--- config.mk ---
export PLATFORM = sky130hd
export DESIGN_NAME = alu_seq_flat
export DESIGN_NICKNAME = d
export VERILOG_FILES = /design/src/rtl/alu_seq_if.sv /design/src/rtl/alu_seq.sv /design/src/flat_wrapper.sv
export SDC_FILE = /design/constraint.sdc
export NUM_CORES = 1
export LEC_CHECK = 0
export ABC_AREA = 1
export CAP_MARGIN = 20
export CELL_PAD_IN_SITES_DETAIL_PLACEMENT = 2
export CELL_PAD_IN_SITES_GLOBAL_PLACEMENT = 2
export CORE_ASPECT_RATIO = 0.9
export CORE_MARGIN = 2
export CORE_UTILIZATION = 21
export DETAILED_ROUTE_END_ITERATION = 16
export PLACE_DENSITY = 0.85
export SYNTH_ARGS = -nofsm -noshare
export SYNTH_HDL_FRONTEND = slang
export SYNTH_SLANG_ARGS = --single-unit
--- constraint.sdc ---
create_clock -name clk -period 1.31 [get_ports clk]
set_input_delay 0.131 -clock clk [delete_from_list [all_inputs] [get_ports clk]]
set_output_delay 0.131 -clock clk [all_outputs]
set_load 0.05 [all_outputs]
--- src/rtl/alu_seq_if.sv ---
// Bundle between the instruction decoder, the alu_seq issue/writeback sequencer and the ALU.
// The decoder side is the master; the sequencer side is the slave.
interface alu_seq_if #(
  parameter int W  = 8,
  parameter int CW = 16
);
  logic          in_valid;
  logic          in_ready;
  logic [3:0]    in_op;
  logic          in_src;
  logic [W-1:0]  in_k;
  logic          x_we;
  logic [W-1:0]  x_wdata;
  logic          err_clr;
  logic [W-1:0]  alu_i1;
  logic [W-1:0]  alu_i2;
  logic [3:0]    alu_op;
  logic [W-1:0]  alu_o;
  logic [W-1:0]  acc;
  logic [W-1:0]  x;
  logic          done;
  logic          err;
  logic [CW-1:0] retired;

  modport master (
    output in_valid, in_op, in_src, in_k, x_we, x_wdata, err_clr, alu_o,
    input  in_ready, alu_i1, alu_i2, alu_op, acc, x, done, err, retired
  );

  modport slave (
    input  in_valid, in_op, in_src, in_k, x_we, x_wdata, err_clr, alu_o,
    output in_ready, alu_i1, alu_i2, alu_op, acc, x, done, err, retired
  );
endinterface

--- src/rtl/alu_seq.sv ---
// Issue/writeback sequencer: accepts one accumulator instruction, drives the ALU for one
// cycle, writes the result back to A and reports done, sticky errors and a retired count.
module alu_seq #(
  parameter int W  = 8,
  parameter int CW = 16
) (
  input  logic      clk,
  input  logic      rst,
  alu_seq_if.slave  bus
);

  typedef enum logic [1:0] {
    IDLE = 2'd0,
    EXEC = 2'd1,
    DONE = 2'd2
  } state_e;

  state_e        state_q, state_d;
  logic [W-1:0]  a_q, a_d;
  logic [W-1:0]  x_q, x_d;
  logic [W-1:0]  i1_q, i1_d;
  logic [W-1:0]  i2_q, i2_d;
  logic [3:0]    op_q, op_d;
  logic          err_q, err_d;
  logic [CW-1:0] ret_q, ret_d;

  logic accept;
  logic illegal;

  assign accept  = (state_q == IDLE) && bus.in_valid;
  // The ALU bus registers double as the latched instruction while in EXEC.
  assign illegal = op_q[3] || ((op_q == 4'd4) && (i2_q == '0));

  always_comb begin
    state_d = state_q;
    a_d     = a_q;
    x_d     = x_q;
    i1_d    = i1_q;
    i2_d    = i2_q;
    op_d    = op_q;
    err_d   = err_q;
    ret_d   = ret_q;

    if (bus.x_we) begin
      x_d = bus.x_wdata;
    end
    if (bus.err_clr) begin
      err_d = 1'b0;
    end

    case (state_q)
      IDLE: begin
        if (accept) begin
          i1_d    = a_q;
          i2_d    = bus.in_src ? x_q : bus.in_k;
          op_d    = bus.in_op;
          state_d = EXEC;
        end
      end
      EXEC: begin
        // A new error overrides a coincident err_clr.
        if (illegal) begin
          err_d = 1'b1;
        end else begin
          a_d = bus.alu_o;
        end
        i1_d    = '0;
        i2_d    = '0;
        op_d    = '0;
        ret_d   = ret_q + CW'(1);
        state_d = DONE;
      end
      DONE: begin
        state_d = IDLE;
      end
      default: begin
        state_d = IDLE;
      end
    endcase
  end

  always_ff @(posedge clk) begin
    if (rst) begin
      state_q <= IDLE;
      a_q     <= '0;
      x_q     <= '0;
      i1_q    <= '0;
      i2_q    <= '0;
      op_q    <= '0;
      err_q   <= 1'b0;
      ret_q   <= '0;
    end else begin
      state_q <= state_d;
      a_q     <= a_d;
      x_q     <= x_d;
      i1_q    <= i1_d;
      i2_q    <= i2_d;
      op_q    <= op_d;
      err_q   <= err_d;
      ret_q   <= ret_d;
    end
  end

  assign bus.in_ready = (state_q == IDLE);
  assign bus.done     = (state_q == DONE);
  assign bus.alu_i1   = i1_q;
  assign bus.alu_i2   = i2_q;
  assign bus.alu_op   = op_q;
  assign bus.acc      = a_q;
  assign bus.x        = x_q;
  assign bus.err      = err_q;
  assign bus.retired  = ret_q;

endmodule
--- src/flat_wrapper.sv ---
// flat-port wrapper written by rule: the top's interface ports become plain ports
module alu_seq_flat 
#(
  parameter int W  = 8,
  parameter int CW = 16
)
  (clk, rst, bus_in_valid, bus_in_op, bus_in_src, bus_in_k, bus_x_we, bus_x_wdata, bus_err_clr, bus_alu_o, bus_in_ready, bus_alu_i1, bus_alu_i2, bus_alu_op, bus_acc, bus_x, bus_done, bus_err, bus_retired);
  alu_seq_if #(.W(W), .CW(CW)) bus_i ();
  input  logic clk;
  input  logic rst;
  input wire logic [$bits(bus_i.in_valid)-1:0] bus_in_valid;
  input wire logic [$bits(bus_i.in_op)-1:0] bus_in_op;
  input wire logic [$bits(bus_i.in_src)-1:0] bus_in_src;
  input wire logic [$bits(bus_i.in_k)-1:0] bus_in_k;
  input wire logic [$bits(bus_i.x_we)-1:0] bus_x_we;
  input wire logic [$bits(bus_i.x_wdata)-1:0] bus_x_wdata;
  input wire logic [$bits(bus_i.err_clr)-1:0] bus_err_clr;
  input wire logic [$bits(bus_i.alu_o)-1:0] bus_alu_o;
  output wire logic [$bits(bus_i.in_ready)-1:0] bus_in_ready;
  output wire logic [$bits(bus_i.alu_i1)-1:0] bus_alu_i1;
  output wire logic [$bits(bus_i.alu_i2)-1:0] bus_alu_i2;
  output wire logic [$bits(bus_i.alu_op)-1:0] bus_alu_op;
  output wire logic [$bits(bus_i.acc)-1:0] bus_acc;
  output wire logic [$bits(bus_i.x)-1:0] bus_x;
  output wire logic [$bits(bus_i.done)-1:0] bus_done;
  output wire logic [$bits(bus_i.err)-1:0] bus_err;
  output wire logic [$bits(bus_i.retired)-1:0] bus_retired;
  assign bus_i.in_valid = bus_in_valid;
  assign bus_i.in_op = bus_in_op;
  assign bus_i.in_src = bus_in_src;
  assign bus_i.in_k = bus_in_k;
  assign bus_i.x_we = bus_x_we;
  assign bus_i.x_wdata = bus_x_wdata;
  assign bus_i.err_clr = bus_err_clr;
  assign bus_i.alu_o = bus_alu_o;
  assign bus_in_ready = bus_i.in_ready;
  assign bus_alu_i1 = bus_i.alu_i1;
  assign bus_alu_i2 = bus_i.alu_i2;
  assign bus_alu_op = bus_i.alu_op;
  assign bus_acc = bus_i.acc;
  assign bus_x = bus_i.x;
  assign bus_done = bus_i.done;
  assign bus_err = bus_i.err;
  assign bus_retired = bus_i.retired;
  alu_seq #(.W(W), .CW(CW)) u_core (.clk(clk), .rst(rst), .bus(bus_i));
endmodule
# --- Word-level counts from Yosys, hierarchy flattened ---
# Cells that the tools add are included.
classes:
  addsub: 1
  bitwise_logic: 1
  reduce_logical: 8
  eq_ne: 4
  n_mux: 12
ops:
  columns: ["cell", "count"]
  rows:
  - ["8-bit one-hot mux with 2 select lines", 2]
  - ["8-bit two-way mux", 3]
  - ["16-bit by 1-bit adder with 16-bit output, second input constant", 1]
  - ["8-bit zero test", 1]
  - ["4-bit one-hot mux with 2 select lines", 1]
  - ["4-bit by 3-bit equality test with 1-bit output, second input constant", 1]
  - ["4-bit two-way mux", 1]
  - ["2-bit one-hot mux with 2 select lines", 1]
  - ["2-bit AND reduction", 2]
  - ["1-bit two-way mux", 3]
  - ["2-bit by 1-bit equality test with 1-bit output, second input constant", 1]
  - ["2-bit equality test, second input constant", 1]
  - ["1-bit logical AND", 2]
  - ["2-bit zero test", 1]
  - ["2-bit two-way mux", 1]
  - ["2-bit by 1-bit != test with 1-bit output, second input constant", 1]
  - ["2-bit nonzero test", 1]
  - ["1-bit logical OR", 1]
  - ["1-bit inverter", 1]
totals:
  out_inout_bits: 55
  elab_cells: 34
  register_bits: 55

# --- Depth between registers and ports, before layout ---
depth:
  depth_word: 5
  ltp_mapped: 8
  ltp_nobuf: 8

# --- Worst setup path before layout ---
# OpenSTA, ideal clock, no wires.
synth_timing:
  kind: "register to register"
  startpoint: "reg u_core.state_q[0]"
  endpoint: "reg u_core.i2_q[3] (netlist: u_core.bus.alu_i2[3])"
  stages_incl_launch_ff: 5
  slack_ns: -0.512
  arrival_ns: 1.729
  setup_ns: 0.092
  required_ns: 1.218
  cell_sequence: "dfxtp_1 nor2_1 nand3_1 buf_4 o32ai_1"
synth_via:
  elab_chain_len: 4
  word_cells_on_any_way: 7
  classes_between: "eq/ne: 2; mux: 1; reduce/logical: 4"
synth_lines:
  columns: ["item", "line_no", "rtl"]
  rows:
  - ["from (decl)", "alu_seq.sv:18", "state_e state_q, state_d;"]
  - ["from (signal assigned)", "alu_seq.sv:93", "state_q <= state_d;"]
  - ["2-bit zero test (*)", null, null]
  - ["net bus_in_ready", "flat_wrapper.sv:19", "output wire logic [$bits(bus_i.in_ready)-1:0] bus_in_ready;"]
  - ["1-bit logical AND", "alu_seq.sv:30", "assign accept = (state_q == IDLE) && bus.in_valid;"]
  - ["2-bit by 1-bit != test with 1-bit output (no source line)", null, null]
  - ["2-bit AND reduction (no source line)", null, null]
  - ["to (signal assigned)", "alu_seq.sv:97", "i2_q <= i2_d;"]
  - ["to (decl)", "alu_seq.sv:22", "logic [W-1:0] i2_q, i2_d;"]
# Mark *: on every way through the listed nets, which the timed path passes. The rest lies on a longest branch.
# A chain may end at the register's enable or synchronous reset.

# --- Worst setup path after layout ---
layout_timing:
  startpoint: "reg u_core.state_q[0]"
  endpoint: "reg u_core.i2_q[5] (netlist: u_core.bus.alu_i2[5])"
layout_via:
  elab_chain_len: 4
  word_cells_on_any_way: 7
  classes_between: "eq/ne: 2; mux: 1; reduce/logical: 4"
layout_lines:
  columns: ["item", "line_no"]
  rows:
  - ["2-bit zero test", "alu_seq.sv:30, alu_seq.sv:51"]
  - ["1-bit logical AND", "alu_seq.sv:30"]
  - ["2-bit by 1-bit != test with 1-bit output (no source line)", null]
  - ["2-bit AND reduction (no source line)", null]
# Several ways; a longest one is shown, not always the timed one.

==> flow_results.org <==
** Worst setup path
- The kind of cell with the highest combined delay along the critical path is flip-flops.
- CP max FO :: 8
- The critical path goes through buf_4 > nor2_4 > nand3_2 > buf_4 > o32ai_1.
- The worst setup path is launched from a register.
- On the worst path, the slowest cell contributes a delay of 0.35 ns.
- Number of buffers and inverters on the critical path :: 2
- The worst register-to-register path has a depth of 5.
- In this run the number of cells on the critical path is 5.
- STA classifies the critical path endpoint as a register.
- Arr. time, crit path :: 1.45 ns
- CP required :: roughly 1.5 ns
- The critical path is of the register to register type.
- Standard cell with the maximum stage delay on the critical path :: sky130_fd_sc_hd__dfxtp_1
- Cell mode on critical path :: sky130_fd_sc_hd__buf_4

** Drt
- Violation count after the first detailed-route iteration :: 78
- Routed length per placed instance :: 16.7 um
- Across all layers, the routed design uses between 2000 and 3000 vias.
- First-pass iteration count of the detailed router :: 4
- The count of nets left with antenna violations once routing finished came out at 0.
- Using the TritonRoute via totals, the vias-per-cell ratio works out to 4.53.
- The routed design has 9.40 mm of wire.
- DRC violations left :: 0

** Placed design
- The congestion estimate from routability-driven global placement came to slightly below 0.8.
- Once detailed placement completed, the half-perimeter wirelength came to 7.12 mm.
- Counting tap cells, the placed design contains a total of 547 instances.
- I/O Buffers :: between 80 and 90

** Timing
- In this run the tightest slew margin relative to its limit is 0.803.
- The final hold violation count was 0.
- Across the routed clock network, the largest skew measured is approximately 0.0094 ns.
- The routed design could run at a clock period as short as 1.26 ns.
- Final hold slack :: 0.421 ns
- Share of the cycle needed by the critical path after routing :: 0.961
- RSZ-0062 raised after global routing :: yes
- At the pin with the least slew margin, the transition time is 0.293 ns.
- Final setup violating endpoints :: 0
- Final Max Slew Viols :: 0
- Static timing analysis puts the maximum clock frequency at 794 MHz.

** Yosys
- Sorting the synthesized cells by area gives the leading types as sky130_fd_sc_hd__dfxtp_1, sky130_fd_sc_hd__nand2_1, sky130_fd_sc_hd__nor2_1, sky130_fd_sc_hd__inv_1, sky130_fd_sc_hd__o21ai_0.
- Proportion of register bits with asynchronous set or reset after synthesis :: 0
- Most used standard cell by instance count after synthesis :: sky130_fd_sc_hd__nand2_1
- Counting every net in the synthesized netlist gives approximately 350.
- Cell count after synthesis :: 316
- Post-synthesis sequential element count :: 55
- Sequential fraction of the synthesis area :: 0.476
- Unique masters post-synth :: 24
- Number of warnings issued by yosys :: 0
- Dominant cell type by area after synthesis :: sky130_fd_sc_hd__dfxtp_1
- Counting flops with a built-in enable in the synthesized netlist gives 0.
- Syn Area/Cell :: 7.33 um2
- Fraction of post-synthesis cell area in the top cell type by area :: 0.476
- The most used flip-flop cell after synthesis is sky130_fd_sc_hd__dfxtp_1.
- The commonest cells after synthesis are sky130_fd_sc_hd__nand2_1, sky130_fd_sc_hd__dfxtp_1, sky130_fd_sc_hd__nor2_1.
- Cell Area, Synth :: 2310 um2

** Die
- Placeable core region :: 10800 um2
- Number of placement rows :: 36
- Initial core utilization :: 0.215
- Number of placed I/O pins :: 89
- Die Y :: around 100 um
- The die covers approximately 12000 um2.
- Floorplan die width :: between 100 and 150 um

** Final layout
- Final net count :: between 400 and 500
- In the final layout, the share of cells above drive strength 1 is 0.334.
- Number of cells in the finished layout apart from fillers :: 564
- Diode count :: 0
- Sequential standard cell area :: around 1100 um2
- Final core utilization :: 0.411
- Area Overhead vs Synth :: 91.3%
- The multi-input combinational cells in the finished layout cover a total of 1080 um2.
- The layout has 1176 filler cells.

** CTS
- After clock tree synthesis, the clock-pin slew on the worst setup and hold paths is 0.08 ns.
- Root Buffer Master :: sky130_fd_sc_hd__clkbuf_16
- No sink is reached through more buffers than the 2 on the longest clock path.
- The number of clock buffers added by TritonCTS is 5.
- Counting every sink on the clock net gives 55.
- The H-tree generated during clock tree synthesis spans 2 levels.
- The later pin in the worst-skew pair is clocked with a latency of approximately 0.29 ns.
- TritonCTS built the clock tree.
- Hold buffers post-CTS :: 0

** Global routing
- Number of global-route vias before repair :: 2927
- The total overflow left after global routing is 0.
- Entering global routing, the biggest net connects 43 pins.
- Initial antenna violation count :: 0
- Global-route usage over all layers :: 0.158
- The first global-routing pass estimated 14.9 mm of wire.

** Power and ir drop
- The analysis attributes to cell leakage a power of 1.84 nW.
- VDD IR-drop max :: 0.522 mV
- P per Cell Area :: 974 nW/um2

** Run
- The tool flagged a number of max-cap violations equal to 0.

** Min path
- The worst hold path was traced through 2 stages.
- Min-Delay Path Class :: primary input to register

** Outcome
- The run finished with clean final reports.
state kept, by name (all words and copies together) (netlist names):
register,flops
u_core.bus.retired,16
u_core.bus.x,8
u_core.bus.alu_i1,8
u_core.state_q,2
u_core.bus.err,1
u_core.bus.alu_op,4
u_core.bus.alu_i2,8
u_core.bus.acc,8
logic make-up (layout without fill, tap and decap cells):
family	count (synthesis)	count (layout)	share of synthesized area
AO/OA/AOI/OAI	48	48	0.125
multiplexers	5	5	0.0216
adder cells (fa/ha/maj)	1	1	0.00540
XOR/XNOR	2	2	0.00757
flip-flops	55	55	0.476
buffers and inverters	64	179	0.106
AND/OR/NAND/NOR	141	141	0.258
metrics by stage:
stage / worst slack (ns) / setup TNS, ns / cell area [um2] / total power [mW]
after CTS: 0.000912 / 0 / 4330 / 4.33
after global routing: -0.0409 / -0.313 / 4430 / 4.49
final: 0.0509 / 0 / 4430 / 4.31
after floorplan: -0.0444 / -0.0444 / 2380 / 2.32
after detailed placement: -0.139 / -1.39 / 4110 / 2.92
after global placement: 0.00391 / 0 / 4110 / 2.88
power breakdown:
| part | switching, mW | leakage, nW | internal (mW) |
|---|---|---|---|
| clock network | 0.630 | 0.0774 | 0.768 |
| registers | 0.0979 | 0.462 | 1.75 |
| logic | 0.555 | 1.30 | 0.514 |
routing by layer:
layer | vias to the layer above | share of wire | track usage
met2 | 61 | 0.53 | 0.283
met4 | 0 | 0.012 | 0.0383
met3 | 10 | 0.041 | 0.0310
met1 | 1242 | 0.42 | 0.191
met5 | - | 0 | 0
li1 | 1244 | - | -
timing repair:
item / 4_1_cts / 5_1_grt
endpoints found under the setup margin: 18 / 29
pin swaps: 4 / 10
resized for setup: 9 / 23
setup buffers: 5 / 4
gates cloned: 0 / 0
cell type report:
cell class	count	share of cell area
sequential	55	0.258
timing repair buffer	118	0.381
inverter	53	0.0449
clock buffer	6	0.0314
multi-input combinational	197	0.243
clock inverter	2	0.00339
tap	133	0.0376
worst paths after layout:
| kind | start | endpoint | slack, ns |
|---|---|---|---|
| setup reg to reg | u_core.state_q[0] | u_core.bus.alu_i2[5] | 0.05 |
| setup / recovery | u_core.state_q[0] | u_core.bus.alu_i2[5] | 0.05 |
| hold / removal | bus_err_clr | u_core.bus.err | 0.42 |
| hold reg to reg | u_core.bus.err | u_core.bus.err | 0.51 |
placed cells by master (no fill, tap or decap), types with 2 or more instances in the layout:
cell and count:
sky130_fd_sc_hd__nand2_1 56, sky130_fd_sc_hd__nor2_1 45, sky130_fd_sc_hd__o21ai_1 5, sky130_fd_sc_hd__clkbuf_16 5
sky130_fd_sc_hd__clkdlybuf4s50_1 33, sky130_fd_sc_hd__nand3_2 4, sky130_fd_sc_hd__inv_1 50, sky130_fd_sc_hd__nand4_1 12
sky130_fd_sc_hd__o21ai_0 15, sky130_fd_sc_hd__nand2_2 4, sky130_fd_sc_hd__mux2i_1 5, sky130_fd_sc_hd__nor3_1 2
sky130_fd_sc_hd__buf_4 26, sky130_fd_sc_hd__o32ai_1 7, sky130_fd_sc_hd__o31ai_1 3, sky130_fd_sc_hd__dfxtp_4 4
sky130_fd_sc_hd__o22ai_1 8, sky130_fd_sc_hd__nand3_1 5, sky130_fd_sc_hd__dfxtp_2 22, sky130_fd_sc_hd__nor2_4 4
sky130_fd_sc_hd__a31oi_1 2, sky130_fd_sc_hd__buf_6 2, sky130_fd_sc_hd__buf_12 57, sky130_fd_sc_hd__dfxtp_1 29
sky130_fd_sc_hd__a21oi_1 7, sky130_fd_sc_hd__nor2_2 5, sky130_fd_sc_hd__inv_2 2
No activity file was read; power rests on OpenSTA's default activity.
